File: src/rtl/decode_execute_reg_if.sv
// Decode/execute boundary bundle: D-side fields in, E-side fields out,
// plus pipeline control (stall, flush) and hazard/perf status.
interface decode_execute_reg_if #(
    parameter int DATA_WIDTH = 32,
    parameter int CNT_WIDTH  = 16
);
    logic                  valid_d_i;
    logic [DATA_WIDTH-1:0] RD1D_i;
    logic [DATA_WIDTH-1:0] RD2D_i;
    logic [DATA_WIDTH-1:0] ImmExtD_i;
    logic [DATA_WIDTH-1:0] PCD_i;
    logic [DATA_WIDTH-1:0] PC_Plus4D_i;
    logic [4:0]            Rs1D_i;
    logic [4:0]            Rs2D_i;
    logic [4:0]            RdD_i;
    logic                  RegWriteD_i;
    logic [1:0]            ResultSrcD_i;
    logic                  MemWriteD_i;
    logic                  JumpD_i;
    logic                  BranchD_i;
    logic                  ALUSrcD_i;
    logic [3:0]            ALUControlD_i;
    logic                  stall_i;
    logic                  flush_i;

    logic                  valid_e_o;
    logic [DATA_WIDTH-1:0] RD1E_o;
    logic [DATA_WIDTH-1:0] RD2E_o;
    logic [DATA_WIDTH-1:0] ImmExtE_o;
    logic [DATA_WIDTH-1:0] PCE_o;
    logic [DATA_WIDTH-1:0] PC_Plus4E_o;
    logic [4:0]            Rs1E_o;
    logic [4:0]            Rs2E_o;
    logic [4:0]            RdE_o;
    logic                  RegWriteE_o;
    logic [1:0]            ResultSrcE_o;
    logic                  MemWriteE_o;
    logic                  JumpE_o;
    logic                  BranchE_o;
    logic                  ALUSrcE_o;
    logic [3:0]            ALUControlE_o;
    logic                  lu_stall_o;
    logic [CNT_WIDTH-1:0]  bubble_cnt_o;

    modport master (
        output valid_d_i, RD1D_i, RD2D_i, ImmExtD_i, PCD_i, PC_Plus4D_i,
        output Rs1D_i, Rs2D_i, RdD_i, RegWriteD_i, ResultSrcD_i,
        output MemWriteD_i, JumpD_i, BranchD_i, ALUSrcD_i, ALUControlD_i,
        output stall_i, flush_i,
        input  valid_e_o, RD1E_o, RD2E_o, ImmExtE_o, PCE_o, PC_Plus4E_o,
        input  Rs1E_o, Rs2E_o, RdE_o, RegWriteE_o, ResultSrcE_o,
        input  MemWriteE_o, JumpE_o, BranchE_o, ALUSrcE_o, ALUControlE_o,
        input  lu_stall_o, bubble_cnt_o
    );

    modport slave (
        input  valid_d_i, RD1D_i, RD2D_i, ImmExtD_i, PCD_i, PC_Plus4D_i,
        input  Rs1D_i, Rs2D_i, RdD_i, RegWriteD_i, ResultSrcD_i,
        input  MemWriteD_i, JumpD_i, BranchD_i, ALUSrcD_i, ALUControlD_i,
        input  stall_i, flush_i,
        output valid_e_o, RD1E_o, RD2E_o, ImmExtE_o, PCE_o, PC_Plus4E_o,
        output Rs1E_o, Rs2E_o, RdE_o, RegWriteE_o, ResultSrcE_o,
        output MemWriteE_o, JumpE_o, BranchE_o, ALUSrcE_o, ALUControlE_o,
        output lu_stall_o, bubble_cnt_o
    );
endinterface

File: src/rtl/decode_execute_reg.sv
// Decode->execute pipeline register with load-use hazard detection,
// bubble insertion on hazard/flush and a saturating bubble counter.
module decode_execute_reg #(
    parameter int DATA_WIDTH = 32,
    parameter int CNT_WIDTH  = 16
) (
    input logic                clk,
    input logic                rst_n,
    decode_execute_reg_if.slave bus
);
    typedef struct packed {
        logic                  valid;
        logic [DATA_WIDTH-1:0] rd1;
        logic [DATA_WIDTH-1:0] rd2;
        logic [DATA_WIDTH-1:0] imm;
        logic [DATA_WIDTH-1:0] pc;
        logic [DATA_WIDTH-1:0] pc4;
        logic [4:0]            rs1;
        logic [4:0]            rs2;
        logic [4:0]            rd;
        logic                  reg_write;
        logic [1:0]            result_src;
        logic                  mem_write;
        logic                  jump;
        logic                  branch;
        logic                  alu_src;
        logic [3:0]            alu_ctrl;
    } e_t;

    e_t                   r_e;
    e_t                   w_load;
    logic [CNT_WIDTH-1:0] r_cnt;
    logic                 w_lu_stall;

    // A load in E whose target is read by the instruction in D.
    assign w_lu_stall = r_e.valid & r_e.reg_write
                      & (r_e.result_src == 2'b01)
                      & (r_e.rd != 5'd0) & bus.valid_d_i
                      & ((r_e.rd == bus.Rs1D_i) | (r_e.rd == bus.Rs2D_i));

    always_comb begin
        w_load       = '0;
        w_load.valid = bus.valid_d_i;
        w_load.rd1   = bus.RD1D_i;
        w_load.rd2   = bus.RD2D_i;
        w_load.imm   = bus.ImmExtD_i;
        w_load.pc    = bus.PCD_i;
        w_load.pc4   = bus.PC_Plus4D_i;
        w_load.rs1   = bus.Rs1D_i;
        w_load.rs2   = bus.Rs2D_i;
        w_load.rd    = bus.RdD_i;
        if (bus.valid_d_i) begin
            w_load.reg_write  = bus.RegWriteD_i;
            w_load.result_src = bus.ResultSrcD_i;
            w_load.mem_write  = bus.MemWriteD_i;
            w_load.jump       = bus.JumpD_i;
            w_load.branch     = bus.BranchD_i;
            w_load.alu_src    = bus.ALUSrcD_i;
            w_load.alu_ctrl   = bus.ALUControlD_i;
        end
    end

    always_ff @(posedge clk or negedge rst_n) begin
        if (!rst_n) begin
            r_e   <= '0;
            r_cnt <= '0;
        end else if (bus.flush_i) begin
            r_e <= '0;
        end else if (bus.stall_i) begin
            r_e <= r_e;
        end else if (w_lu_stall) begin
            r_e <= '0;
            if (r_cnt != {CNT_WIDTH{1'b1}})
                r_cnt <= r_cnt + 1'b1;
        end else begin
            r_e <= w_load;
        end
    end

    assign bus.valid_e_o     = r_e.valid;
    assign bus.RD1E_o        = r_e.rd1;
    assign bus.RD2E_o        = r_e.rd2;
    assign bus.ImmExtE_o     = r_e.imm;
    assign bus.PCE_o         = r_e.pc;
    assign bus.PC_Plus4E_o   = r_e.pc4;
    assign bus.Rs1E_o        = r_e.rs1;
    assign bus.Rs2E_o        = r_e.rs2;
    assign bus.RdE_o         = r_e.rd;
    assign bus.RegWriteE_o   = r_e.reg_write;
    assign bus.ResultSrcE_o  = r_e.result_src;
    assign bus.MemWriteE_o   = r_e.mem_write;
    assign bus.JumpE_o       = r_e.jump;
    assign bus.BranchE_o     = r_e.branch;
    assign bus.ALUSrcE_o     = r_e.alu_src;
    assign bus.ALUControlE_o = r_e.alu_ctrl;
    assign bus.lu_stall_o    = w_lu_stall;
    assign bus.bubble_cnt_o  = r_cnt;
endmodule

File: src/flat_wrapper.sv
// flat-port wrapper written by rule: the top's interface ports become plain ports
module decode_execute_reg_flat 
#(
    parameter int DATA_WIDTH = 32,
    parameter int CNT_WIDTH  = 16
)
  (clk, rst_n, bus_valid_d_i, bus_RD1D_i, bus_RD2D_i, bus_ImmExtD_i, bus_PCD_i, bus_PC_Plus4D_i, bus_Rs1D_i, bus_Rs2D_i, bus_RdD_i, bus_RegWriteD_i, bus_ResultSrcD_i, bus_MemWriteD_i, bus_JumpD_i, bus_BranchD_i, bus_ALUSrcD_i, bus_ALUControlD_i, bus_stall_i, bus_flush_i, bus_valid_e_o, bus_RD1E_o, bus_RD2E_o, bus_ImmExtE_o, bus_PCE_o, bus_PC_Plus4E_o, bus_Rs1E_o, bus_Rs2E_o, bus_RdE_o, bus_RegWriteE_o, bus_ResultSrcE_o, bus_MemWriteE_o, bus_JumpE_o, bus_BranchE_o, bus_ALUSrcE_o, bus_ALUControlE_o, bus_lu_stall_o, bus_bubble_cnt_o);
  decode_execute_reg_if #(.DATA_WIDTH(DATA_WIDTH), .CNT_WIDTH(CNT_WIDTH)) bus_i ();
  input logic clk;
  input logic rst_n;
  input wire logic [$bits(bus_i.valid_d_i)-1:0] bus_valid_d_i;
  input wire logic [$bits(bus_i.RD1D_i)-1:0] bus_RD1D_i;
  input wire logic [$bits(bus_i.RD2D_i)-1:0] bus_RD2D_i;
  input wire logic [$bits(bus_i.ImmExtD_i)-1:0] bus_ImmExtD_i;
  input wire logic [$bits(bus_i.PCD_i)-1:0] bus_PCD_i;
  input wire logic [$bits(bus_i.PC_Plus4D_i)-1:0] bus_PC_Plus4D_i;
  input wire logic [$bits(bus_i.Rs1D_i)-1:0] bus_Rs1D_i;
  input wire logic [$bits(bus_i.Rs2D_i)-1:0] bus_Rs2D_i;
  input wire logic [$bits(bus_i.RdD_i)-1:0] bus_RdD_i;
  input wire logic [$bits(bus_i.RegWriteD_i)-1:0] bus_RegWriteD_i;
  input wire logic [$bits(bus_i.ResultSrcD_i)-1:0] bus_ResultSrcD_i;
  input wire logic [$bits(bus_i.MemWriteD_i)-1:0] bus_MemWriteD_i;
  input wire logic [$bits(bus_i.JumpD_i)-1:0] bus_JumpD_i;
  input wire logic [$bits(bus_i.BranchD_i)-1:0] bus_BranchD_i;
  input wire logic [$bits(bus_i.ALUSrcD_i)-1:0] bus_ALUSrcD_i;
  input wire logic [$bits(bus_i.ALUControlD_i)-1:0] bus_ALUControlD_i;
  input wire logic [$bits(bus_i.stall_i)-1:0] bus_stall_i;
  input wire logic [$bits(bus_i.flush_i)-1:0] bus_flush_i;
  output wire logic [$bits(bus_i.valid_e_o)-1:0] bus_valid_e_o;
  output wire logic [$bits(bus_i.RD1E_o)-1:0] bus_RD1E_o;
  output wire logic [$bits(bus_i.RD2E_o)-1:0] bus_RD2E_o;
  output wire logic [$bits(bus_i.ImmExtE_o)-1:0] bus_ImmExtE_o;
  output wire logic [$bits(bus_i.PCE_o)-1:0] bus_PCE_o;
  output wire logic [$bits(bus_i.PC_Plus4E_o)-1:0] bus_PC_Plus4E_o;
  output wire logic [$bits(bus_i.Rs1E_o)-1:0] bus_Rs1E_o;
  output wire logic [$bits(bus_i.Rs2E_o)-1:0] bus_Rs2E_o;
  output wire logic [$bits(bus_i.RdE_o)-1:0] bus_RdE_o;
  output wire logic [$bits(bus_i.RegWriteE_o)-1:0] bus_RegWriteE_o;
  output wire logic [$bits(bus_i.ResultSrcE_o)-1:0] bus_ResultSrcE_o;
  output wire logic [$bits(bus_i.MemWriteE_o)-1:0] bus_MemWriteE_o;
  output wire logic [$bits(bus_i.JumpE_o)-1:0] bus_JumpE_o;
  output wire logic [$bits(bus_i.BranchE_o)-1:0] bus_BranchE_o;
  output wire logic [$bits(bus_i.ALUSrcE_o)-1:0] bus_ALUSrcE_o;
  output wire logic [$bits(bus_i.ALUControlE_o)-1:0] bus_ALUControlE_o;
  output wire logic [$bits(bus_i.lu_stall_o)-1:0] bus_lu_stall_o;
  output wire logic [$bits(bus_i.bubble_cnt_o)-1:0] bus_bubble_cnt_o;
  assign bus_i.valid_d_i = bus_valid_d_i;
  assign bus_i.RD1D_i = bus_RD1D_i;
  assign bus_i.RD2D_i = bus_RD2D_i;
  assign bus_i.ImmExtD_i = bus_ImmExtD_i;
  assign bus_i.PCD_i = bus_PCD_i;
  assign bus_i.PC_Plus4D_i = bus_PC_Plus4D_i;
  assign bus_i.Rs1D_i = bus_Rs1D_i;
  assign bus_i.Rs2D_i = bus_Rs2D_i;
  assign bus_i.RdD_i = bus_RdD_i;
  assign bus_i.RegWriteD_i = bus_RegWriteD_i;
  assign bus_i.ResultSrcD_i = bus_ResultSrcD_i;
  assign bus_i.MemWriteD_i = bus_MemWriteD_i;
  assign bus_i.JumpD_i = bus_JumpD_i;
  assign bus_i.BranchD_i = bus_BranchD_i;
  assign bus_i.ALUSrcD_i = bus_ALUSrcD_i;
  assign bus_i.ALUControlD_i = bus_ALUControlD_i;
  assign bus_i.stall_i = bus_stall_i;
  assign bus_i.flush_i = bus_flush_i;
  assign bus_valid_e_o = bus_i.valid_e_o;
  assign bus_RD1E_o = bus_i.RD1E_o;
  assign bus_RD2E_o = bus_i.RD2E_o;
  assign bus_ImmExtE_o = bus_i.ImmExtE_o;
  assign bus_PCE_o = bus_i.PCE_o;
  assign bus_PC_Plus4E_o = bus_i.PC_Plus4E_o;
  assign bus_Rs1E_o = bus_i.Rs1E_o;
  assign bus_Rs2E_o = bus_i.Rs2E_o;
  assign bus_RdE_o = bus_i.RdE_o;
  assign bus_RegWriteE_o = bus_i.RegWriteE_o;
  assign bus_ResultSrcE_o = bus_i.ResultSrcE_o;
  assign bus_MemWriteE_o = bus_i.MemWriteE_o;
  assign bus_JumpE_o = bus_i.JumpE_o;
  assign bus_BranchE_o = bus_i.BranchE_o;
  assign bus_ALUSrcE_o = bus_i.ALUSrcE_o;
  assign bus_ALUControlE_o = bus_i.ALUControlE_o;
  assign bus_lu_stall_o = bus_i.lu_stall_o;
  assign bus_bubble_cnt_o = bus_i.bubble_cnt_o;
  decode_execute_reg #(.DATA_WIDTH(DATA_WIDTH), .CNT_WIDTH(CNT_WIDTH)) u_core (.clk(clk), .rst_n(rst_n), .bus(bus_i));
endmodule
File: config.mk
export PLATFORM = sky130hd
export DESIGN_NAME = decode_execute_reg_flat
export DESIGN_NICKNAME = d
export VERILOG_FILES = /design/src/rtl/decode_execute_reg_if.sv /design/src/rtl/decode_execute_reg.sv /design/src/flat_wrapper.sv
export SDC_FILE = /design/constraint.sdc
export NUM_CORES = 1
export LEC_CHECK = 0
export ABC_AREA = 1
export CORE_ASPECT_RATIO = 0.6
export CORE_MARGIN = 3
export CORE_UTILIZATION = 39
export CTS_CLUSTER_SIZE = 14
export DETAILED_ROUTE_END_ITERATION = 6
export GPL_ROUTABILITY_DRIVEN = 0
export GPL_TIMING_DRIVEN = 0
export HOLD_SLACK_MARGIN = 0.06
export PLACE_DENSITY = 0.77
export SLEW_MARGIN = 5
export SYNTH_ARGS = -nofsm -noshare
export SYNTH_HDL_FRONTEND = slang
export SYNTH_SLANG_ARGS = --single-unit
File: constraint.sdc
create_clock -name clk -period 1.47 [get_ports clk]
set_input_delay 0.3675 -clock clk [delete_from_list [all_inputs] [get_ports clk]]
set_output_delay 0.3675 -clock clk [all_outputs]
set_load 0.1 [all_outputs]
==> metrics, run 1 <==
Worst R2R Start=u_core.bus.RdE_o[4]; Worst-Margin Slew=about 0.8 ns; Die ar.=approximately 0.026 sq mm; most frequent cells in the layout=nand2_1 (261), nand3_1 (249), buf_12 (217), clkdlybuf4s50_1 (189), dfrtp_1 (175); syn nets=around 1,200; max-slew violation count=0; CP required=~1.1 ns; Seq/Total Area, Yosys=0.543; total negative setup slack=-80.98 ns; Yosys cell types=23; Worst EP arrival=1.96 ns; root buffer cell=clkbuf_16; Clock Tree Buf Depth=3; Skew-Pair Late Insertion Delay=around 0.50 ns; PwrDens=between 900 and 1000 mW/mm^2; Cells after Synth=1,012; number of port buffers=~400; Hold Vio Cnt, Final=97; gr ovfl total=0; routed wire length=about 43 mm; DIE HEIGHT=roughly 130 um; RSZ-0062 raised after global routing=yes; setup ws final=-0.854 ns; vias in the first global route=10,400; initial antenna violation count=2; Peak supply drop=roughly 0.73 mV; Initial Util=0.401; critical path type=flip-flop to output port; CTS buffer count=21; share of cells above drive strength 1=0.370; Worst-path clk slew=~0.060 ns; min cycle time layout=between 2 and 2.5 ns; antenna-violating nets left=0; worst reg-to-reg setup slack=-0.50 ns; CP max FO=6; total track usage=0.292; TritonCTS clock tree=built; Layout Skew=between 0.01 and 0.015 ns; synth-to-layout area growth=93.2%; most common cell after layout, fill and taps aside=nand2_1; Pleak=roughly 8.6 nW; worst min-delay path class=input pin to async pin; Final Power=roughly 16 mW; period utilisation layout=1.58; Hold Slack=-0.122 ns; vias per inst=approximately 5.5; initial drt markers=between 700 and 800; Remaining DRCs=0; Reg-to-Reg End=u_core.bus.PCE_o[27]; R2R depth=10; drt pass-1 iters=6; cell taking the most area after synthesis=dfrtp_1; via count=between 10,000 and 15,000; Syn Area/Cell=9.24 sq um; top-area cell type share of the netlist area=0.543; fin nets=roughly 1,700; status=complete, but fails checks; first-pass GRT wire length=between 50 and 60 mm; Die X=around 210 um; #FFs+latches synth=~200; largest net degree at the start of global routing=107; Layout Utilization=0.774; HPWL Detailed=~24 mm; H-tree depth=1; CP endpoint kind=output port; Max Cap Viol=0; row cnt=43; final setup fails=about 290; crit path launch type=flip-flop; Max-slew headroom=0.463; Top Ports=a little under 400; Area contributors post-synth=dfrtp_1 (54%), nand3_1 (15%), nand2_1 (11%); Mapped Area=0.00935 sq mm; Fmax=around 430 MHz; failing checks=hold timing, setup timing; # clock sinks=about 200; wire per inst=between 20 and 25 um; Core Area=between 0.02 and 0.025 sq mm; Yosys warning total=0
==> critical path, stage by stage, from the launching register on <==
cell	delay (ns)
dfrtp_4	0.52
nand2_2	0.07
clkinv_1	0.10
nor2_4	0.11
nor2_4	0.05
nand3_2	0.07
nand2_4	0.08
nand2_8	0.07
clkbuf_16	0.13
clkinvlp_4	0.09
buf_12	0.17
==> cells by family (layout without fill, tap and decap cells) <==
group,count (synthesis),in the layout,synth area share
buffers and inverters,108,648,0.0583
xor gates and xnor gates,16,16,0.0150
and+or+nand+nor,678,678,0.379
AOI/OAI and AO/OA,6,6,0.00321
other,0,1,0
adders and majority gates,1,1,0.00134
DFF,203,203,0.543
==> repair_timing <==
| action | 4_1_cts | 5_1_grt |
|---|---|---|
| endpoints found under the hold margin | 97 | 97 |
| gates resized for setup | 1853 | 90 |
| pin swaps | 10 | 11 |
| gates cloned | 6 | 9 |
| setup endpoints to repair | 407 | 406 |
| setup buffers | 53 | 43 |
==> per-layer routing <==
metal	global-route usage	vias to the layer above	share of wire
met4	0.106	2	0.046
met1	0.353	5034	0.37
met5	0	-	0.00030
met2	0.501	608	0.48
li1	-	4435	-
met3	0.0832	142	0.10
==> flip-flops by register name, summed over array words and instances (netlist names), 2 cells and up <==
register	flops
u_core.bus.ImmExtE_o	32
u_core.bus.PCE_o	32
u_core.bus.PC_Plus4E_o	32
u_core.bus.RD1E_o	32
u_core.bus.RD2E_o	32
u_core.bus.bubble_cnt_o	16
u_core.bus.RdE_o	5
u_core.bus.Rs1E_o	5
u_core.bus.Rs2E_o	5
u_core.bus.ALUControlE_o	4
u_core.bus.ResultSrcE_o	2
==> final cells by class <==
cell class,instances,area (sq um)
inverters,26,106
clock buffers,29,586
multi-input cells,701,4040
clock inverters,7,35.0
diodes,1,2.50
plain buffers,82,636
flip-flops and latches,203,5150
fillers,1335,5280
repair buffers,504,7110
well taps,315,394
==> worst max path at each step <==
stage | startpoint | end | slack (ns) | cells past startpoint
detailed placement | bus_Rs2D_i[1] | bus_lu_stall_o | -1.84 | 11
global placement | rst_n | u_core.bus.bubble_cnt_o[0] | -10.21 | 1
CTS | u_core.bus.RdE_o[0] | bus_lu_stall_o | -0.86 | 9
floorplan | u_core.bus.RdE_o[0] | bus_lu_stall_o | -0.59 | 9
global route | u_core.bus.RdE_o[0] | bus_lu_stall_o | -0.92 | 10
finish | u_core.bus.RdE_o[0] | bus_lu_stall_o | -0.85 | 10
==> synth_stat cells (all sizes together) <==
| master | count |
|---|---|
| buf | 35 |
| xnor2 | 6 |
| nand3 | 379 |
| clkbuf | 47 |
| nand2 | 268 |
| o21ai | 6 |
| nor3 | 7 |
| clkinv | 1 |
| inv | 25 |
| xor2 | 10 |
| nand4 | 3 |
| ha | 1 |
| nor2 | 21 |
| dfrtp | 203 |
==> metrics by stage <==
stage	std cells	setup slack [ns]	cell area, sq um	hold WS, ns
global placement	1721	-10.21	13900	0.492
CTS	1816	-0.856	17200	-0.0775
global route	1868	-0.920	18100	-0.0588
detailed placement	1722	-1.84	14000	0.450
floorplan	1012	-0.592	9600	0.0719
finish	1868	-0.854	18100	-0.122
==> power breakdown <==
| part | switching (mW) | internal (mW) |
|---|---|---|
| Sequential | 0.366 | 5.87 |
| Combinational | 3.17 | 1.91 |
| Clock | 2.32 | 2.78 |
Power figures use the tool's default switching activity.
==> run 2, diff against run 1 <==
--- a/config.mk
+++ b/config.mk
@@ -9,7 +9,6 @@
 export CORE_ASPECT_RATIO = 0.6
 export CORE_MARGIN = 3
 export CORE_UTILIZATION = 39
-export CTS_CLUSTER_SIZE = 14
 export DETAILED_ROUTE_END_ITERATION = 6
 export GPL_ROUTABILITY_DRIVEN = 0
 export GPL_TIMING_DRIVEN = 0
==> metrics, run 2 (synthesis gave the netlist of run 1 again) <==
Die ar.=roughly 0.026 sq mm; TritonCTS clock tree=built; routed wire length=slightly above 40 mm; status=complete, but fails checks; synth-to-layout area growth=91.1%; PwrDens=approximately 940 mW/mm^2; RSZ-0062 raised after global routing=yes; initial antenna violation count=1; Fmax=about 430 MHz; Clock Tree Buf Depth=3; root buffer cell=clkbuf_16; initial drt markers=781; Reg-to-Reg End=u_core.bus.PC_Plus4E_o[27]; Placed Cells=about 1,700; Max Cap Viol=0; setup ws final=-0.869 ns; Hold Slack=-0.104 ns; min cycle time layout=around 2.3 ns; DIE HEIGHT=about 130 um; via count=between 10,000 and 15,000; max-slew violation count=0; worst min-delay path class=input pin to async pin; crit path launch type=flip-flop; # clock sinks=roughly 200; CP required=about 1.1 ns; Core Area=between 0.02 and 0.025 sq mm; Hold Vio Cnt, Final=between 90 and 100; Final Power=between 15 and 20 mW; Initial Util=0.401; share of cells above drive strength 1=0.378; final setup fails=280; Layout Skew=between 0.01 and 0.015 ns; largest net degree at the start of global routing=approximately 110; period utilisation layout=1.59; Die X=~200 um; wire per inst=22.2 um; Top Ports=a little under 400; Max-slew headroom=0.448; number of port buffers=394; total track usage=0.308; Worst-path clk slew=0.07 ns; R2R depth=16; CTS buffer count=21; CP endpoint kind=output port; Remaining DRCs=1; Worst R2R Start=u_core.bus.RdE_o[0]; HPWL Detailed=about 24 mm; worst reg-to-reg setup slack=-0.76 ns; count of non-filler cells in the finished layout=~1,800; failing checks=DRC, hold timing, setup timing; fin nets=1,700; most frequent cells in the layout=nand2_1 (260), nand3_1 (219), clkdlybuf4s50_1 (189), buf_12 (186), dfrtp_1 (175); gr ovfl total=0; vias in the first global route=10,700; Pleak=roughly 8.4 nW; vias per inst=5.53; H-tree depth=1; first-pass GRT wire length=between 60 and 70 mm; antenna-violating nets left=0; Skew-Pair Late Insertion Delay=~0.50 ns; Worst-Margin Slew=just over 0.8 ns; Worst EP arrival=a little under 2 ns; Peak supply drop=~0.68 mV; most common cell after layout, fill and taps aside=nand2_1; drt pass-1 iters=7; row cnt=43; CP max FO=4; critical path type=flip-flop to output port
run 2: repair_timing:
| action | CTS | global route |
|---|---|---|
| gates cloned | 13 | 0 |
| resized for setup | 1920 | 18 |
| endpoints found under the hold margin | 97 | 97 |
| buffers inserted | 64 | 2 |
| pin swaps | 35 | 4 |
| endpoints found under the setup margin | 407 | 407 |
run 2: area by class of cell:
type | instances | area (sq um)
plain buffers | 82 | 639
well taps | 315 | 394
multi-input cells | 701 | 4170
clock buffers | 24 | 547
diodes | 1 | 2.50
inverters | 26 | 106
fillers | 1369 | 5480
repair buffers | 473 | 6720
clock inverters | 12 | 141
flip-flops and latches | 203 | 5150
run 2: worst max path at each step:
stage | startpoint | to
floorplan | u_core.bus.RdE_o[0] | bus_lu_stall_o
global placement | rst_n | u_core.bus.bubble_cnt_o[0]
detailed placement | bus_Rs2D_i[1] | bus_lu_stall_o
CTS | u_core.bus.RdE_o[0] | bus_lu_stall_o
global route | u_core.bus.RdE_o[0] | bus_lu_stall_o
finish | u_core.bus.RdE_o[2] | bus_lu_stall_o
run 2: report_power, final:
part	switching, mW	total, mW	internal, mW
combinational	3.15	4.95	1.80
clock	2.35	5.56	3.20
sequential	0.350	6.22	5.87
total	5.85	16.7	10.9
run 2: worst max-delay path, stage by stage, from the launching register on:
cell,delay [ns]
dfrtp_4,0.50
inv_2,0.09
nand3_4,0.08
nor3_4,0.24
nor2_4,0.09
nand2_8,0.08
clkbuf_16,0.12
clkinvlp_4,0.09
buf_12,0.17
run 2: layer usage:
metal / vias up / part of all wire / global-route usage
met4: 0 / 0.049 / 0.136
li1: 4386 / - / -
met2: 614 / 0.48 / 0.510
met3: 143 / 0.10 / 0.0961
met1: 5009 / 0.37 / 0.373
met5: - / 0 / 0
run 2: through the flow:
stage | utilization | TNS (ns) | hold slack, ns | setup WS (ns) | cell area, sq um
2_1_floorplan | - | -42.52 | 0.0719 | -0.592 | 9600
3_3_place_gp | 0.597 | -2037.46 | 0.492 | -10.21 | 13900
3_5_place_dp | 0.598 | -246.39 | 0.450 | -1.84 | 14000
4_1_cts | 0.762 | -115.55 | -0.0878 | -0.857 | 17800
5_1_grt | 0.765 | -139.91 | -0.0597 | -0.936 | 17900
6_report | 0.765 | -117.76 | -0.104 | -0.869 | 17900
==> run 3, diff against run 2 <==
--- a/config.mk
+++ b/config.mk
@@ -9,6 +9,7 @@
 export CORE_ASPECT_RATIO = 0.6
 export CORE_MARGIN = 3
 export CORE_UTILIZATION = 39
+export CTS_CLUSTER_SIZE = 24
 export DETAILED_ROUTE_END_ITERATION = 6
 export GPL_ROUTABILITY_DRIVEN = 0
 export GPL_TIMING_DRIVEN = 0
==> results of run 3 <==
The final DEF is identical to that of run 2; final timing and power are the same.
